[config.mk]
export PLATFORM = sky130hd
export DESIGN_NAME = dac_tdm_drv
export DESIGN_NICKNAME = d
export VERILOG_FILES = /design/src/rtl/dac_tdm_drv.sv
export SDC_FILE = /design/constraint.sdc
export NUM_CORES = 1
export LEC_CHECK = 0
export ABC_AREA = 1
export BUFFER_PORTS_ARGS = -buffer_cell sky130_fd_sc_hd__buf_2
export CAP_MARGIN = 5
export CORE_MARGIN = 2
export CORE_UTILIZATION = 66
export DETAILED_ROUTE_END_ITERATION = 12
export PLACE_DENSITY_LB_ADDON = 0.05
export RECOVER_POWER = 50
export SYNTH_ARGS = -nofsm -noshare
export SYNTH_HDL_FRONTEND = slang
export SYNTH_SLANG_ARGS = --single-unit
[constraint.sdc]
create_clock -name clk245760 -period 6.3 [get_ports clk245760]
set_input_delay 1.26 -clock clk245760 [delete_from_list [all_inputs] [get_ports clk245760]]
set_output_delay 1.26 -clock clk245760 [all_outputs]
set_load 0.05 [all_outputs]
[src/rtl/dac_tdm_drv.sv]
// I2S / TDM serializer for NUM_CH channels with a one-frame-ahead FIFO fetch and underrun muting.
// Optional underrun counter enabled by defining DAC_TDM_DRV_UNDERRUN_CNT_EN.
module dac_tdm_drv #(
    parameter int DATA_WIDTH = 24,
    parameter int SLOT_WIDTH = 32,
    parameter int NUM_CH     = 2,
    parameter int BCK_DIV    = 8
) (
    input  logic                  clk245760,
    input  logic                  rst,
    input  logic                  mode_i,
    input  logic [DATA_WIDTH-1:0] data_i,
    input  logic                  ack_i,
    output logic                  pop_o,
    output logic                  bck_o,
    output logic                  lrck_o,
    output logic                  data_o,
    output logic                  underrun_o
`ifdef DAC_TDM_DRV_UNDERRUN_CNT_EN
    ,
    output logic [15:0]           underrun_cnt_o
`endif
);

    localparam int DIV_W  = $clog2(BCK_DIV);
    localparam int POS_W  = (SLOT_WIDTH > 1) ? $clog2(SLOT_WIDTH) : 1;
    localparam int CH_W   = $clog2(NUM_CH);
    localparam int FILL_W = $clog2(NUM_CH + 1);

    typedef enum logic {
        S_IDLE,
        S_WAIT
    } fetch_state_t;

    fetch_state_t          state;
    logic [DIV_W-1:0]      div_cnt;
    logic [POS_W-1:0]      pos_cnt;
    logic [CH_W-1:0]       slot_cnt;
    logic                  mode_r;
    logic [FILL_W-1:0]     fill;
    logic [DATA_WIDTH-1:0] fill_buf  [NUM_CH];
    logic [DATA_WIDTH-1:0] frame_buf [NUM_CH];

    logic                  wrap;
    logic                  pos_last;
    logic                  slot_last;
    logic                  frame_start;
    logic                  full;
    logic                  store;
    logic                  mode_nxt;
    logic                  lrck_nxt;
    logic                  bit_nxt;
    logic [DIV_W-1:0]      div_nxt;
    logic [POS_W-1:0]      pos_nxt;
    logic [CH_W-1:0]       slot_nxt;
    logic [DATA_WIDTH-1:0] word_nxt;
    logic [DATA_WIDTH-1:0] shifted;

    always_comb begin
        wrap        = (div_cnt == DIV_W'(BCK_DIV - 1));
        pos_last    = (pos_cnt == POS_W'(SLOT_WIDTH - 1));
        slot_last   = (slot_cnt == CH_W'(NUM_CH - 1));
        frame_start = wrap && pos_last && slot_last;
        full        = (fill == FILL_W'(NUM_CH));
        store       = (state == S_WAIT) && ack_i;
        div_nxt     = wrap ? '0 : div_cnt + DIV_W'(1);
        pos_nxt     = pos_last ? '0 : pos_cnt + POS_W'(1);
        slot_nxt    = slot_cnt;
        if (pos_last) begin
            slot_nxt = slot_last ? '0 : slot_cnt + CH_W'(1);
        end
        mode_nxt = frame_start ? mode_i : mode_r;
    end

    // Output bit for the upcoming bck period, taken from the buffer as it will be after this edge.
    always_comb begin
        word_nxt = frame_buf[slot_nxt];
        if (frame_start) begin
            word_nxt = full ? fill_buf[slot_nxt] : '0;
        end
        shifted = '0;
        bit_nxt = 1'b0;
        if (mode_nxt) begin
            if (int'(pos_nxt) < DATA_WIDTH) begin
                shifted = word_nxt << pos_nxt;
                bit_nxt = shifted[DATA_WIDTH-1];
            end
        end else if (pos_nxt != '0 && int'(pos_nxt) <= DATA_WIDTH) begin
            shifted = word_nxt << (pos_nxt - POS_W'(1));
            bit_nxt = shifted[DATA_WIDTH-1];
        end
        lrck_nxt = mode_nxt ? frame_start : (int'(slot_nxt) >= NUM_CH / 2);
    end

    always_ff @(posedge clk245760) begin
        if (rst) begin
            div_cnt    <= '0;
            pos_cnt    <= '0;
            slot_cnt   <= '0;
            mode_r     <= 1'b0;
            bck_o      <= 1'b0;
            lrck_o     <= 1'b0;
            data_o     <= 1'b0;
            underrun_o <= 1'b0;
            for (int ch = 0; ch < NUM_CH; ch++) begin
                frame_buf[ch] <= '0;
            end
        end else begin
            div_cnt    <= div_nxt;
            bck_o      <= (int'(div_nxt) >= BCK_DIV / 2);
            underrun_o <= frame_start && !full;
            if (wrap) begin
                pos_cnt  <= pos_nxt;
                slot_cnt <= slot_nxt;
                data_o   <= bit_nxt;
                lrck_o   <= lrck_nxt;
            end
            if (frame_start) begin
                mode_r <= mode_i;
                for (int ch = 0; ch < NUM_CH; ch++) begin
                    frame_buf[ch] <= full ? fill_buf[ch] : '0;
                end
            end
        end
    end

    // Fetch FSM: at most one pop in flight; an ack landing on the frame-start edge opens the new fill.
    always_ff @(posedge clk245760) begin
        if (rst) begin
            state <= S_IDLE;
            pop_o <= 1'b0;
            fill  <= '0;
            for (int ch = 0; ch < NUM_CH; ch++) begin
                fill_buf[ch] <= '0;
            end
        end else begin
            pop_o <= 1'b0;
            case (state)
                S_IDLE: begin
                    if (!full) begin
                        pop_o <= 1'b1;
                        state <= S_WAIT;
                    end
                end
                S_WAIT: begin
                    if (ack_i) begin
                        state <= S_IDLE;
                    end
                end
                default: state <= S_IDLE;
            endcase
            if (frame_start) begin
                fill <= store ? FILL_W'(1) : '0;
                if (store) begin
                    fill_buf[0] <= data_i;
                end
            end else if (store) begin
                fill                <= fill + FILL_W'(1);
                fill_buf[CH_W'(fill)] <= data_i;
            end
        end
    end

`ifdef DAC_TDM_DRV_UNDERRUN_CNT_EN
    always_ff @(posedge clk245760) begin
        if (rst) begin
            underrun_cnt_o <= '0;
        end else if (frame_start && !full && underrun_cnt_o != 16'hffff) begin
            underrun_cnt_o <= underrun_cnt_o + 16'd1;
        end
    end
`endif

endmodule

==> flow_metrics.tcl, run 1 <==
set metrics [dict create \
    design.portCount 33 \
    std_cell_rows 34 \
    detail-route-antenna-nets 0 \
    postCtsResizedCells 0 \
    drive_gt1_share_pct 7.56 \
    report.power.total_mw 1.95 \
    worst-slew-pin-transition_ns 2.06 \
    synthMuxAreaShare_pct 0 \
    netlist_area_um2 5850 \
    critical_path_class "register to register" \
    clock.fmax_mhz 209 \
    fin_tns_setup_ns 0 \
    initialDrtViolationCount 311 \
    p_per_area_nw_per_um2 294 \
    grt_pass1_wl_um 21400 \
    net_count_final 790 \
    grt_start_max_net_pins 50 \
    violations "max-capacitance violations, max-slew violations" \
    aggregate_global_routing_overflow 0 \
    tritoncts_num_sinks 113 \
    cts_tree "built" \
    synth_top_family_by_area "simple AND/OR/NAND/NOR gates" \
    worst_ep_arrival_time_ns 4.91 \
    count_of_cell_types_in_the_netlist 28 \
    layout_worst_path_cycle_share_pct 75.9 \
    gp_routability_congestion 0.895 \
    finalCriticalPeriod_ns 4.78 \
    synth.yosys.warnings 0 \
    drc_errors 0 \
    critical_path_peak_fanout 31 \
    num_antenna_cells 0 \
    detail_route.wl_per_cell_um 14.4 \
    die-width_um 98.1 \
    max_cap_violations 2 \
    die_area_um2 9630 \
    wl_um 12600 \
    critical_path_source_type "register" \
    cts_root_buf "sky130_fd_sc_hd__clkbuf_8" \
    grt_setup_unrepaired "no" \
    multiInputGateArea_um2 1890 \
    globalRouteTotalUtil_pct 28.3 \
    synthesis.instances 728 \
    hold_buffers 0 \
    most-common-layout-cells "sky130_fd_sc_hd__inv_1 (155), sky130_fd_sc_hd__nand2_1 (148), sky130_fd_sc_hd__nor2_1 (130)" \
    irDropWorstVdd_v 0.000192 \
    maxSlewViolCount 91 \
    yosys.area_share.xor_xnor_pct 0.300 \
    post-route-util_pct 76.7 \
    register_bit_count_reported_by_yosys 113 \
    fin_skew_ns 0.00607 \
    leading_cell_type_in_the_layout_fill_and_taps_excluded "sky130_fd_sc_hd__inv_1" \
    synth.yosys.seq_area_share_pct 55.1 \
    dr_total_vias 4661 \
    layout.area.seq_um2 3220 \
    run_status "finished, violations left" \
    synthesis.nets 763 \
    slew_headroom_pct -37.6 \
    insertion_delay_to_the_later_sink_of_the_worst_skew_pair_ns 0.51 \
    synth_area_per_cell_um2 8.03 \
    post-cts-setup-buffers 0 \
    core_area_um2 8640 \
    dp_hpwl_um 7710 \
    required_ns 6.43 \
    grt_pass1_vias 4642 \
    dieHeight_um 98.1 \
    drt-vias-per-instance 5.33 \
    cts-root-to-sink-buffers 2 \
    post_synth_and_or_nand_nor_area_fraction_pct 29.1 \
    detailedRoute.firstPassIterationCount 7 \
    area_fraction_in_compound_gates_after_synthesis_pct 1.56 \
    htreeDepth 4 \
    port-buffer-count 32 \
    final_count_of_hold_timing_violations 0 \
    hp-class "register to register" \
    clk_transition_reported_paths_ns 0.06 \
    total_leakage_power_nw 3.15 \
    place.detailed.instances 844 \
    num-fill-cells 618 \
    antenna_violations_before_repair 0 \
    cts_made_buffers 17 \
    flow.area_growth_from_synthesis_pct 13.3 \
    post_synthesis_adder_cell_area_fraction_pct 1.50 \
    setup_viol_count_final 0 \
    timing.critical_path.to_type "register" \
    finish.cell_count_without_fillers 875 \
    start_util_pct 67.7 \
]
## through the flow
| step | hold WS [ns] | instance area, µm² | setup WS [ns] |
|---|---|---|---|
| 2_1_floorplan | 0.399 | 5850 | 3.19 |
| 3_3_place_gp | 0.408 | 6030 | 2.15 |
| 5_1_grt | 0.458 | 6620 | 0.776 |
| 4_1_cts | 0.442 | 6650 | 1.86 |
| 3_5_place_dp | 0.434 | 6030 | 1.96 |
| 6_report | 0.431 | 6620 | 1.52 |
## Yosys cell counts (all sizes together)
library cell | number | area, µm²
xnor2 | 1 | 8.76
xor2 | 1 | 8.76
nand3b | 1 | 7.51
buf | 12 | 80.1
nor2 | 132 | 505
dfxtp | 17 | 340
o21ai | 12 | 60.1
nor3 | 2 | 10.0
ha | 7 | 87.6
nand4 | 4 | 25.0
a32oi | 1 | 8.76
clkbuf | 16 | 60.1
a21oi | 2 | 10.0
o22ai | 1 | 6.26
or2 | 1 | 6.26
inv | 156 | 586
edfxtp | 96 | 2880
nand2 | 148 | 556
a31oi | 1 | 6.26
nand3 | 117 | 591
## state kept, by name (all words and copies together) (netlist names), 2 cells and up
signal and cells:
fill_buf 48, div_cnt 2, pos_cnt 5, fill 2, frame_buf 48
## routing by layer
| layer | global-route usage [%] | wire length, µm |
|---|---|---|
| met4 | 12.5 | 259 |
| met3 | 5.44 | 919 |
| met1 | 36.1 | 5160 |
| met2 | 47.3 | 6260 |
| met5 | 0 | 0 |
## cell type report
class,instances,share of cell area (%)
sequential,113,48.7
timing repair buffer,36,2.65
clock inverter,12,2.87
multi-input combinational,431,28.6
clock buffer,19,6.37
inverter,156,8.84
tap,108,2.04
## worst max-delay path, stage by stage (launching register included)
cell and delay (ns):
sky130_fd_sc_hd__dfxtp_1 0.43, sky130_fd_sc_hd__ha_1 0.26, sky130_fd_sc_hd__nand2_1 0.10, sky130_fd_sc_hd__nor2_1 0.16, sky130_fd_sc_hd__ha_1 0.21, sky130_fd_sc_hd__nand3_1 0.90
sky130_fd_sc_hd__nand2_1 0.34, sky130_fd_sc_hd__nand3_1 0.77, sky130_fd_sc_hd__nand2_1 1.20
## final timing paths
kind	start	to	slack [ns]	cells past startpoint
worst max-delay path	pos_cnt[1]	fill_buf[0][19]	1.52	8
worst min-delay path	div_cnt[0]	div_cnt[0]	0.43	1
worst max register to register	pos_cnt[1]	fill_buf[0][19]	1.52	8
worst min register to register	div_cnt[0]	div_cnt[0]	0.43	1
## cell families (layout without fill, tap and decap cells)
kind of cell / Yosys count / count (layout)
compound gates: 17 / 17
xor+xnor: 2 / 2
buf+inv: 184 / 223
simple gates: 405 / 405
fa+ha+maj: 7 / 7
flops: 113 / 113
## power breakdown
| part | switching (mW) | internal [mW] |
|---|---|---|
| sequential | 0.00994 | 0.848 |
| combinational | 0.0626 | 0.0260 |
| clock | 0.325 | 0.675 |
No activity file was read; power rests on OpenSTA's default activity.
==> inputs of run 2 (changes only) <==
--- a/config.mk
+++ b/config.mk
@@ -5,11 +5,11 @@
 export SDC_FILE = /design/constraint.sdc
 export NUM_CORES = 1
 export LEC_CHECK = 0
-export ABC_AREA = 1
+export ABC_AREA = 0
 export BUFFER_PORTS_ARGS = -buffer_cell sky130_fd_sc_hd__buf_2
 export CAP_MARGIN = 5
 export CORE_MARGIN = 2
-export CORE_UTILIZATION = 66
+export CORE_UTILIZATION = 61
 export DETAILED_ROUTE_END_ITERATION = 12
 export PLACE_DENSITY_LB_ADDON = 0.05
 export RECOVER_POWER = 50
==> constraint.sdc (replaced) <==
create_clock -name clk245760 -period 4.9 [get_ports clk245760]
set_input_delay 0.98 -clock clk245760 [delete_from_list [all_inputs] [get_ports clk245760]]
set_output_delay 0.98 -clock clk245760 [all_outputs]
set_load 0.05 [all_outputs]
==> run 2 against run 1 <==
  * The run still ends with max-capacitance violations, max-slew violations left
  * Sequential power grew 28%
  * Synthesized cell count shrank 31%
  * Clock-buffer cell count shrank 1
  * Critical endpoint is now fill_buf[1][11]
  * Die area grew 7.2%
  * Global-route usage shrank 0.87 points
  * Wire length grew 3.7%
  * First-iteration DRC count shrank 23%
  * Non-clock buffer count grew 7
==> flow_metrics.tcl, run 2 <==
set metrics [dict create \
    run_status "finished, violations left" \
    violations "max-capacitance violations, max-slew violations" \
    timing.final.ws_setup_ns 0.956 \
    worst_ep_arrival_time_ns 4.09 \
    postCtsResizedCells 0 \
    synth_enable_flop_cells 96 \
    total_leakage_power_nw 2.44 \
    synth.yosys.seq_area_share_pct 55.5 \
    cts_tree "built" \
    cpPeakStageDelay_ns 0.84 \
    synth_ff_type "sky130_fd_sc_hd__edfxtp_1" \
    synth.yosys.warnings 0 \
    irDropWorstVdd_v 0.000336 \
    core_area_um2 9240 \
    drt-vias-per-instance 5.97 \
    die_area_um2 10300 \
    required_ns 5.05 \
    timing.critical_path.to_type "register" \
    critical_path_class "register to register" \
    die-width_um 102 \
    sequentialPowerShare_pct 46.2 \
    flow.area_growth_from_synthesis_pct 13.3 \
    grt_pass1_vias 3951 \
    cp_cell_sequence "ha_1 > and3_1 > ha_1 > nand3_1 > nand2b_2 > nor3_1 > clkbuf_1 > or2_2" \
    dr_total_vias 3980 \
    detail-route-antenna-nets 0 \
    synth.cells.most_frequent "sky130_fd_sc_hd__and2_1 (97), sky130_fd_sc_hd__edfxtp_1 (96), sky130_fd_sc_hd__mux2i_1 (52)" \
    fin_skew_ns 0.00687 \
    dieHeight_um 102 \
    detail_route.wl_per_cell_um 19.6 \
    netlist_area_um2 5810 \
    htreeDepth 4 \
    yosysTopAreaCellShare_pct 49.6 \
    dpl_worst_slack_ns 1.18 \
    combinationalPowerShare_pct 3.6 \
    power_report.internal_total_mw 1.84 \
    p_per_area_nw_per_um2 362 \
    slew_headroom_pct -3.82 \
    cts_made_buffers 17 \
    design.portCount 33 \
    tritoncts_num_sinks 113 \
    crit_path_top_delay_cell "sky130_fd_sc_hd__clkbuf_1" \
    count_of_cell_types_in_the_netlist 57 \
    post-cts-setup-buffers 0 \
    report.power.total_mw 2.38 \
    most-common-layout-cells "sky130_fd_sc_hd__edfxtp_1 (96), sky130_fd_sc_hd__and2_1 (61), sky130_fd_sc_hd__mux2i_1 (52)" \
    setup_viol_count_final 0 \
    finalCriticalPeriod_ns 3.94 \
    dp_hpwl_um 8340 \
    post-route-util_pct 71.2 \
    power.share.clock_pct 50.1 \
    globalRouteTotalUtil_pct 27.4 \
    maxSlewViolCount 25 \
    switching_power_uw 543 \
    cts-root-to-sink-buffers 2 \
    power_switching_share_pct 22.8 \
    detailedRoute.firstPassIterationCount 5 \
    hp-class "register to register" \
    gp_routability_congestion 0.998 \
    start_util_pct 62.9 \
    ys_async_sr_fraction_pct 0 \
    register_bit_count_reported_by_yosys 113 \
    synthesis.nets 534 \
    final_count_of_hold_timing_violations 0 \
    aggregate_global_routing_overflow 0 \
    worst_path_most_repeated_cell "sky130_fd_sc_hd__ha_1" \
    netlist_top_cells_area "sky130_fd_sc_hd__edfxtp_1 (50%), sky130_fd_sc_hd__and2_1 (10%), sky130_fd_sc_hd__mux2i_1 (9.0%), sky130_fd_sc_hd__dfxtp_1 (5.9%), sky130_fd_sc_hd__nand2_1 (1.7%)" \
    initialDrtViolationCount 240 \
    layout_worst_path_cycle_share_pct 80.5 \
    grt_setup_unrepaired "no" \
    synth_top_cell_by_area "sky130_fd_sc_hd__edfxtp_1" \
    insertion_delay_to_the_later_sink_of_the_worst_skew_pair_ns 0.51 \
    hold_buffers 0 \
    critical_path_source_type "register" \
    leading_cell_type_in_the_layout_fill_and_taps_excluded "sky130_fd_sc_hd__edfxtp_1" \
    antenna_violations_before_repair 0 \
    grt_start_max_net_pins 50 \
    drive_gt1_share_pct 14.5 \
    cts_root_buf "sky130_fd_sc_hd__clkbuf_8" \
    grt_pass1_wl_um 21100 \
    critical_path_peak_fanout 25 \
    clock.fmax_mhz 254 \
    num_antenna_cells 0 \
    reg_top3 "fill_buf: 48 flops, frame_buf: 48 flops, pos_cnt: 5 flops" \
    net_count_final 560 \
    wl_um 13100 \
    worst_hold_slack_ns 0.451 \
    drc_errors 0 \
    fin_tns_setup_ns 0 \
    synth_area_per_cell_um2 11.6 \
    worst-slew-pin-transition_ns 1.56 \
    synthMostInstantiatedCell "sky130_fd_sc_hd__and2_1" \
    port-buffer-count 32 \
    max_cap_violations 1 \
    clk_transition_reported_paths_ns 0.06 \
    std_cell_rows 35 \
    synthesis.instances 499 \
]
## run 2: cells by family after synthesis
| family | Yosys count | synth area share [%] |
|---|---|---|
| adders and majority gates | 7 | 1.51 |
| AOI/OAI and AO/OA | 84 | 9.74 |
| xor gates and xnor gates | 8 | 1.85 |
| and+or+nand+nor | 190 | 17.9 |
| DFF | 113 | 55.5 |
| buffers and inverters | 40 | 3.45 |
| muxes | 57 | 10.1 |
## run 2: layout make-up
type | count | area, µm²
well taps | 129 | 161
multi-input cells | 346 | 2390
clock inverters | 14 | 156
fillers | 687 | 2660
inverters | 4 | 15.0
repair buffers | 43 | 218
flip-flops and latches | 113 | 3220
clock buffers | 18 | 418
## run 2: power groups by stage
stage	combinational, mW	sequential (mW)	clock, mW
2_1_floorplan	0.0502	1.12	0
3_3_place_gp	0.0854	1.12	0
3_5_place_dp	0.0887	1.12	0
4_1_cts	0.0894	1.10	1.21
5_1_grt	0.0959	1.11	1.26
6_report	0.0869	1.10	1.20
## run 2: worst paths after layout
path               from         endpoint  slack (ns)  cells after the start
max reg2reg  pos_cnt[0]  fill_buf[1][11]        0.96                      8
max          pos_cnt[0]  fill_buf[1][11]        0.96                      8
min          div_cnt[0]       div_cnt[0]        0.45                      1
min reg2reg  div_cnt[0]       div_cnt[0]        0.45                      1
## run 2: critical path: cells and delay by family (launching register included)
kind	cells	cell delay [ns]
flip-flops	1	0.41
adder cells (fa/ha/maj)	2	0.64
AND/OR/NAND/NOR	5	1.66
buffers and inverters	1	0.84
## run 2: per-stage QoR
| stage | cell area, µm² | cells |
|---|---|---|
| after floorplan | 5810 | 499 |
| after global placement | 6040 | 635 |
| after detailed placement | 6040 | 635 |
| after CTS | 6610 | 667 |
| after global routing | 6580 | 667 |
| final | 6580 | 667 |
## run 2: per-layer routing
metal	global-route usage, %	share of wire [%]	vias to the layer above	routed length (µm)
met4	11.0	2.3	0	304
li1	-	-	1886	-
met5	0	0	-	0
met2	42.3	47	148	6190
met3	6.35	5.7	16	749
met1	37.7	45	1930	5830
==> inputs of run 3 (changes only) <==
--- a/config.mk
+++ b/config.mk
@@ -9,7 +9,7 @@
 export BUFFER_PORTS_ARGS = -buffer_cell sky130_fd_sc_hd__buf_2
 export CAP_MARGIN = 5
 export CORE_MARGIN = 2
-export CORE_UTILIZATION = 61
+export CORE_UTILIZATION = 55
 export DETAILED_ROUTE_END_ITERATION = 12
 export PLACE_DENSITY_LB_ADDON = 0.05
 export RECOVER_POWER = 50
==> constraint.sdc (replaced) <==
create_clock -name clk245760 -period 3.2 [get_ports clk245760]
set_input_delay 0.64 -clock clk245760 [delete_from_list [all_inputs] [get_ports clk245760]]
set_output_delay 0.64 -clock clk245760 [all_outputs]
set_load 0.05 [all_outputs]
==> run 3 against run 2 <==
  * The flow now finishes without violations
  * Cell count up 5.8%
  * Worst hold slack worse by 0.038 ns
  * Utilization down 4.9 points
  * Power up 54%
  * Die area up 10%
  * Register-to-register slack worse by 0.65 ns
  * Highest routed layer unchanged
==> flow_metrics.tcl, run 3 (synthesized netlist as in run 2, its figures left out) <==
set metrics [dict create \
    run_status "finished, final reports clean" \
    drt-vias-per-instance 5.75 \
    finalCriticalPeriod_ns 2.90 \
    gp_routability_congestion 0.997 \
    layout_worst_path_cycle_share_pct 90.5 \
    clock.fmax_mhz 345 \
    grt_start_max_net_pins 50 \
    reg_top3 "fill_buf: 48 flops, frame_buf: 48 flops, pos_cnt: 5 flops" \
    wl_um 13700 \
    worst_hold_slack_ns 0.413 \
    dr_total_vias 4056 \
    rr_startpoint "pos_cnt[0]" \
    antenna_violations_before_repair 0 \
    fin_tns_setup_ns 0 \
    htreeDepth 4 \
    place.detailed.instances 665 \
    aggregate_global_routing_overflow 0 \
    fin_skew_ns 0.00689 \
    place_area_um2 6220 \
    start_util_pct 56.5 \
    final_cell_area_um2 6820 \
    worst-slew-pin-transition_ns 1.24 \
    critical_path_peak_fanout 8 \
    most-common-layout-cells "sky130_fd_sc_hd__edfxtp_1 (96), sky130_fd_sc_hd__and2_1 (69), sky130_fd_sc_hd__mux2i_1 (52)" \
    drc_errors 0 \
    timing.critical_path.to_type "register" \
    max_cap_violations 0 \
    required_ns 3.60 \
    leading_cell_type_in_the_layout_fill_and_taps_excluded "sky130_fd_sc_hd__edfxtp_1" \
    cts-root-to-sink-buffers 2 \
    num_antenna_cells 0 \
    tritoncts_num_sinks 113 \
    dpl_worst_slack_ns 0.0356 \
    globalRouteTotalUtil_pct 25.5 \
    detailedRoute.firstPassIterationCount 4 \
    cts_root_buf "sky130_fd_sc_hd__clkbuf_8" \
    grt_pass1_vias 4087 \
    drive_gt1_share_pct 18.8 \
    p_per_area_nw_per_um2 538 \
    initialDrtViolationCount 219 \
    hp-class "primary input to register" \
    insertion_delay_to_the_later_sink_of_the_worst_skew_pair_ns 0.51 \
    hold_buffers 0 \
    num-fill-cells 843 \
    post-route-util_pct 66.3 \
    clk_transition_reported_paths_ns 0.06 \
    die_area_um2 11400 \
    critical_path_class "register to register" \
    die-width_um 107 \
    core_area_um2 10300 \
    timing.final.ws_setup_ns 0.305 \
    cts_made_buffers 17 \
    design.portCount 33 \
    setup_viol_count_final 0 \
    maxSlewViolCount 0 \
    cts_tree "built" \
    worst_ep_arrival_time_ns 3.29 \
    slew_headroom_pct 17.6 \
    final_count_of_hold_timing_violations 0 \
    critical_path_source_type "register" \
    detail_route.wl_per_cell_um 19.5 \
    finish.cell_count_without_fillers 706 \
    std_cell_rows 37 \
    crit_path_start "pos_cnt[0]" \
    hold_start "data_i[12]" \
    dieHeight_um 107 \
    grt_setup_unrepaired "no" \
    detail-route-antenna-nets 0 \
    report.power.total_mw 3.67 \
    port-buffer-count 32 \
    irDropWorstVdd_v 0.000455 \
    total_leakage_power_nw 2.61 \
    net_count_final 592 \
    dp_hpwl_um 9470 \
    grt_pass1_wl_um 21700 \
    flow.area_growth_from_synthesis_pct 17.4 \
]
[run 3: worst paths after layout]
kind	end	slack (ns)	cells past startpoint
worst max-delay path	data_o	0.30	12
worst min-delay path	fill_buf[1][12]	0.41	2
worst max register to register	data_o	0.30	12
worst min register to register	div_cnt[0]	0.42	1
[run 3: area by class of cell]
| type | instances | area [µm²] | share of cell area [%] |
|---|---|---|---|
| clock buffer | 17 | 414 | 6.07 |
| clock inverter | 15 | 166 | 2.44 |
| inverter | 4 | 15.0 | 0.220 |
| multi-input combinational | 346 | 2370 | 34.8 |
| sequential | 113 | 3220 | 47.3 |
| tap | 136 | 170 | 2.50 |
| timing repair buffer | 75 | 457 | 6.70 |
[run 3: power breakdown]
part	total [mW]	switching [mW]	internal [mW]
combinational	0.138	0.0892	0.0489
sequential	1.69	0.0273	1.66
clock	1.85	0.669	1.18
[run 3: what timing repair did]
item / CTS / global route
setup endpoints to repair: 0 / 1
gates resized for setup: 0 / 1
setup buffers: 0 / 9
[run 3: worst max-delay path, cell delays in order, from the launching register on]
cell	delay [ns]
sky130_fd_sc_hd__dfxtp_1	0.31
sky130_fd_sc_hd__ha_1	0.20
sky130_fd_sc_hd__and3_1	0.21
sky130_fd_sc_hd__ha_2	0.24
sky130_fd_sc_hd__xnor2_1	0.29
sky130_fd_sc_hd__buf_12	0.18
sky130_fd_sc_hd__buf_4	0.19
sky130_fd_sc_hd__mux2i_1	0.26
sky130_fd_sc_hd__o22ai_1	0.13
sky130_fd_sc_hd__a311oi_1	0.35
sky130_fd_sc_hd__a21oi_1	0.07
sky130_fd_sc_hd__a311oi_1	0.22
sky130_fd_sc_hd__o32ai_1	0.10
[run 3: routing by layer]
metal	part of all wire [%]	wire (µm)	vias up	GRT usage, %
met5	0	0	-	0
met4	2.2	308	0	9.93
met3	5.2	715	21	5.84
met2	49	6750	116	41.1
met1	43	5970	1979	33.6
li1	-	-	1940	-
